[src/rtl/keypad_button_frontend.sv]
// keypad_button_frontend: synchronises and debounces eight game buttons and a
// 3x4 keypad, and emits clean single-cycle press events for the game manager.
// Ports:
//   clk_2, rst_n            clock, async active-low reset
//   botton_1..botton_8      raw button levels (active-high, async)
//   KEY_COL[2:0], KEY_ROW   raw keypad column/row levels (active-high, async)
//   btn_level[7:0]          debounced button levels (bit i = botton_(i+1))
//   btn_pulse[7:0]          one-cycle pulse per debounced rising edge
//   key_valid, key_code     accepted keypad press strobe and its code
//   key_busy                keypad state machine is not idle
module keypad_button_frontend #(
    parameter int DEBOUNCE_CYCLES = 1000,
    parameter int CNT_W           = 16
) (
    input  logic       clk_2,
    input  logic       rst_n,
    input  logic       botton_1,
    input  logic       botton_2,
    input  logic       botton_3,
    input  logic       botton_4,
    input  logic       botton_5,
    input  logic       botton_6,
    input  logic       botton_7,
    input  logic       botton_8,
    input  logic [2:0] KEY_COL,
    input  logic [3:0] KEY_ROW,
    output logic [7:0] btn_level,
    output logic [7:0] btn_pulse,
    output logic       key_valid,
    output logic [3:0] key_code,
    output logic       key_busy
);

    localparam logic [CNT_W-1:0] LAST = CNT_W'(DEBOUNCE_CYCLES - 1);

    typedef enum logic [1:0] {IDLE, CHECK, PRESSED, RELEASE} state_t;

    logic [14:0] raw, sync1, sync2;
    logic [7:0]  btn_s;
    logic [2:0]  col;
    logic [3:0]  row;

    assign raw = {KEY_ROW, KEY_COL, botton_8, botton_7, botton_6, botton_5,
                  botton_4, botton_3, botton_2, botton_1};

    always_ff @(posedge clk_2 or negedge rst_n) begin
        if (!rst_n) begin
            sync1 <= '0;
            sync2 <= '0;
        end else begin
            sync1 <= raw;
            sync2 <= sync1;
        end
    end

    assign btn_s = sync2[7:0];
    assign col   = sync2[10:8];
    assign row   = sync2[14:11];

    // Buttons: per-bit stability counter; pulse is a registered rising edge
    // of the debounced level, so it lands one cycle after the level toggles.
    logic [CNT_W-1:0] btn_cnt [0:7];
    logic [7:0]       btn_prev;

    always_ff @(posedge clk_2 or negedge rst_n) begin
        if (!rst_n) begin
            for (int i = 0; i < 8; i++) btn_cnt[i] <= '0;
            btn_level <= '0;
            btn_prev  <= '0;
            btn_pulse <= '0;
        end else begin
            for (int i = 0; i < 8; i++) begin
                if (btn_s[i] != btn_level[i]) begin
                    if (btn_cnt[i] == LAST) begin
                        btn_level[i] <= ~btn_level[i];
                        btn_cnt[i]   <= '0;
                    end else begin
                        btn_cnt[i] <= btn_cnt[i] + 1'b1;
                    end
                end else begin
                    btn_cnt[i] <= '0;
                end
            end
            btn_prev  <= btn_level;
            btn_pulse <= btn_level & ~btn_prev;
        end
    end

    // Keypad sample classification and decode
    logic       col_one, row_one, single, any_high;
    logic [3:0] code;
    logic [3:0] row_base;
    logic [1:0] col_idx;

    assign col_one  = (col == 3'b001) || (col == 3'b010) || (col == 3'b100);
    assign row_one  = (row == 4'b0001) || (row == 4'b0010) ||
                      (row == 4'b0100) || (row == 4'b1000);
    assign single   = col_one && row_one;
    assign any_high = |{col, row};

    always_comb begin
        row_base = 4'd0;
        col_idx  = 2'd0;
        code     = 4'h0;
        case (row)
            4'b0001: row_base = 4'd1;
            4'b0010: row_base = 4'd4;
            4'b0100: row_base = 4'd7;
            default: row_base = 4'd0;
        endcase
        case (col)
            3'b010:  col_idx = 2'd1;
            3'b100:  col_idx = 2'd2;
            default: col_idx = 2'd0;
        endcase
        if (row[3]) begin
            // bottom row: * 0 #
            case (col_idx)
                2'd0:    code = 4'hA;
                2'd1:    code = 4'h0;
                default: code = 4'hB;
            endcase
        end else begin
            code = row_base + {2'b00, col_idx};
        end
    end

    // Keypad FSM
    state_t           state, state_n;
    logic [CNT_W-1:0] kcnt, kcnt_n;
    logic [3:0]       cand, cand_n, key_code_n;
    logic             key_valid_n;

    always_ff @(posedge clk_2 or negedge rst_n) begin
        if (!rst_n) begin
            state     <= IDLE;
            kcnt      <= '0;
            cand      <= 4'h0;
            key_code  <= 4'h0;
            key_valid <= 1'b0;
        end else begin
            state     <= state_n;
            kcnt      <= kcnt_n;
            cand      <= cand_n;
            key_code  <= key_code_n;
            key_valid <= key_valid_n;
        end
    end

    always_comb begin
        state_n     = state;
        kcnt_n      = kcnt;
        cand_n      = cand;
        key_code_n  = key_code;
        key_valid_n = 1'b0;
        case (state)
            IDLE: begin
                if (single) begin
                    cand_n  = code;
                    kcnt_n  = '0;
                    state_n = CHECK;
                end
            end
            CHECK: begin
                if (!single || code != cand) begin
                    state_n = IDLE;
                end else if (kcnt == LAST) begin
                    key_code_n  = cand;
                    key_valid_n = 1'b1;
                    state_n     = PRESSED;
                end else begin
                    kcnt_n = kcnt + 1'b1;
                end
            end
            PRESSED: begin
                if (!any_high) begin
                    kcnt_n  = '0;
                    state_n = RELEASE;
                end
            end
            RELEASE: begin
                if (any_high) begin
                    kcnt_n = '0;
                end else if (kcnt == LAST) begin
                    state_n = IDLE;
                end else begin
                    kcnt_n = kcnt + 1'b1;
                end
            end
            default: state_n = IDLE;
        endcase
    end

    always_comb begin
        key_busy = (state != IDLE);
    end

endmodule

[config.mk]
export PLATFORM = sky130hd
export DESIGN_NAME = keypad_button_frontend
export DESIGN_NICKNAME = d
export VERILOG_FILES = /design/src/rtl/keypad_button_frontend.sv
export SDC_FILE = /design/constraint.sdc
export NUM_CORES = 1
export LEC_CHECK = 0
export ABC_AREA = 1
export ABC_CLOCK_PERIOD_IN_PS = 2840
export CAP_MARGIN = 20
export CORE_ASPECT_RATIO = 0.7
export CORE_MARGIN = 2
export CORE_UTILIZATION = 61
export CTS_CLUSTER_DIAMETER = 80
export DETAILED_ROUTE_END_ITERATION = 12
export HOLD_SLACK_MARGIN = 0.05
export PLACE_DENSITY_LB_ADDON = 0.15
export REMOVE_ABC_BUFFERS = 1
export SYNTH_ARGS = -nofsm -noshare
export SYNTH_HDL_FRONTEND = slang
export SYNTH_SLANG_ARGS = --single-unit
[constraint.sdc]
create_clock -name clk_2 -period 2.84 [get_ports clk_2]
set_input_delay 0.426 -clock clk_2 [delete_from_list [all_inputs] [get_ports clk_2]]
set_output_delay 0.426 -clock clk_2 [all_outputs]
set_load 0.02 [all_outputs]
==> summary.txt <==
Clock network
  • Clock Latency Late Sink: between 0.4 and 0.5 ns
  • Clock Sinks: roughly 210
  • H-tree depth: 1
  • Worst-path clk slew: about 0.070 ns
  • Clock Path Buffers: 3
  • Total CTS buffers: 20
  • Root Driver: clkbuf_16
  • CTS tree: built

Final layout
  • Fill cell count: approximately 1,300
  • Fin cells: between 1,000 and 1,500
  • Area grow syn2layout: 13.5%
  • # diodes: 0
  • Post-layout nets: approximately 1,200
  • Leading cell type in the layout, fill and taps excluded: dfrtp_1
  • Fraction of layout cells with a size suffix above 1: 0.107
  • Post-Route Utilization: 0.709
  • Most frequent cells in the layout: 208 x dfrtp_1, 173 x nand2_1, 168 x nor2_1, 149 x inv_1, 66 x nor3_1

Power and ir drop
  • Leakage Power: 0.00518 µW
  • Worst IR Drop VDD: 551 µV
  • Power per Cell Area: around 570 nW/µm²

Synth
  • Synth warn: 0
  • Avg Inst Size Synth: 8.93 µm²
  • Count of state elements after synthesis: ~210
  • Cells after synthesis: ~1,100
  • Leading area contributor after synthesis: dfrtp_1
  • Number of synthesized flops with an enable pin: 0
  • Synthesized area: just over 10,000 µm²
  • Ys flop type: dfrtp_1
  • Post-synthesis async set-or-reset flop share: 1.00
  • Synth top area share: 0.510
  • Synth top area cells: dfrtp_1 51%, nand2_1 6.3%, nor2_1 6.2%
  • Unique masters post-synth: 43
  • Register area share after synthesis: 0.510

Worst setup path
  • Crit path required time: ~3.2 ns
  • CP max FO: 30
  • Critical path capture point type: register
  • Crit Path Class: register to register
  • WP data arrival: slightly below 3 ns
  • Worst setup SP type: register

Placed design
  • RePlAce Congestion: 0.883
  • IO Port Bufs: 38
  • Post-detailed-placement half-perimeter wirelength: around 14,000 µm
  • Cells after DPL: ~1,400

Global routing
  • Pin count of the biggest net entering global routing: 78
  • Gr ovfl total: 0
  • First-pass GRT wire length: approximately 35,000 µm
  • Vias in the first global route: about 7,500
  • Antenna violations before repair: 0
  • GR Util All Layers: 0.233

STA
  • Setup TNS: 0 ns
  • Final Hold Fails: 0
  • Final slew viol count: 0
  • Slew @ Worst Pin: between 0.6 and 0.7 ns
  • Tcrit/Tclk final: 0.916
  • Achievable Freq: between 0.3 and 0.4 GHz
  • Max_slew headroom: 0.598
  • RSZ-0062 raised after global routing: false
  • Final setup fails: 0
  • Min cycle time layout: ~2.6 ns
  • Final Skew: between 0.009 and 0.01 ns

Min path
  • Class of the worst hold path: register to register

Floorplan
  • Chip Height: 112 µm
  • Top-Level Pins: 39
  • Row count: 39
  • Die W: about 160 µm
  • Core Footprint: ~16,000 µm²
  • Initial Util: 0.625
  • Die area: roughly 18,000 µm²

Routing
  • Via density: about 5.4
  • 1st-pass router iterations: 5
  • DR iter-0 viols: ~490
  • Vias after detailed routing: between 7,000 and 8,000
  • Drc violations: 0
  • Routed len/inst: 13.6 µm
  • Total wire length: 19,600 µm
  • Detail Route Antenna Nets: 0

Run status
  • Status: finished clean

Flow run
  • Max-cap violations: 0
[layer usage]
| layer | vias to the layer above | routed length, µm | GRT usage |
|---|---|---|---|
| met3 | 38 | 932 | 0.0373 |
| met4 | 0 | 421 | 0.0533 |
| met1 | 3633 | 9940 | 0.353 |
| met2 | 169 | 8280 | 0.358 |
| li1 | 3882 | - | - |
| met5 | - | 0 | 0 |
[worst max-delay path: stages (launching register included)]
cell and delay (ns):
dfrtp_1 0.41, nor2_2 0.22, nand2_4 0.11, nand2_1 0.08
ha_1 0.15, inv_1 0.06, fa_1 0.43, nand2_1 0.10
nand2_1 0.08, nand2_1 0.06, nand2_1 0.08, nor2_4 0.12
nand3_4 0.10, nand2_4 0.11, nand2_8 0.17, nand2_2 0.12
o21ai_2 0.05
[cells in the mapped netlist, types with 11 or more instances]
master and instances:
nor2_1 168, nor3_2 13, o21ai_0 18, inv_1 149, xor2_1 56, ha_1 11
nor3_1 66, nor4_1 23, nor3b_1 36, dfrtp_1 209, o21ai_2 14, nand3_1 56
nand2_2 20, nand2_1 173, nand4_1 30
[cell type report]
class	count	area [µm²]	share of cell area
clock inverter	9	129	0.0111
clock buffer	27	578	0.0497
multi-input combinational	773	4380	0.376
inverter	155	582	0.0500
timing repair buffer	45	453	0.0389
tap	225	282	0.0242
sequential	209	5230	0.450
[sequential cells by signal (all words and copies together) (netlist names), named ones only]
signal and flops:
btn_level 8, kcnt 16, key_valid 1, state 1, sync2 15, btn_cnt 128, sync1 15, btn_pulse 8
key_code 4, cand 4, btn_prev 8
[where the power goes]
part	switching, µW	internal [µW]
Combinational	442	183
Sequential	106	3070
Clock	1120	1710
[worst paths after layout]
check / from / to / slack [ns] / depth (start not counted)
max: sync2[11] / kcnt[0] / 0.24 / 16
min: sync1[6] / sync2[6] / 0.34 / 0
max reg2reg: sync2[11] / kcnt[0] / 0.24 / 16
min reg2reg: sync1[6] / sync2[6] / 0.34 / 0
max in group asynchronous: rst_n / btn_cnt[114] / 1.55 / 3
min in group asynchronous: rst_n / btn_cnt[93] / 0.48 / 2
[timing repair]
action                                  in CTS  in global routing
hold buffers                                 1                  0
endpoints found under the setup margin       0                 16
endpoints found under the hold margin       72                  0
resized for setup                            0                  2
setup buffers                                0                  0
[metrics by stage]
step,worst slack [ns],instance area [µm²],power [µW],hold WS (ns)
6_report,0.238,11600,6630,0.344
5_1_grt,0.0465,11600,6930,0.352
4_1_cts,0.107,11600,6670,0.348
3_5_place_dp,0.117,10900,3830,0.335
3_3_place_gp,0.220,10900,3820,0.333
2_1_floorplan,0.375,10200,3610,0.130
[cells by family after synthesis]
family	after synthesis	share of synthesized area
compound gates	80	0.0537
xor+xnor	60	0.0513
fa+ha+maj	12	0.0154
buf+inv	165	0.0634
flops	209	0.510
mux	8	0.00879
simple gates	613	0.297
Power figures use the tool's default switching activity.
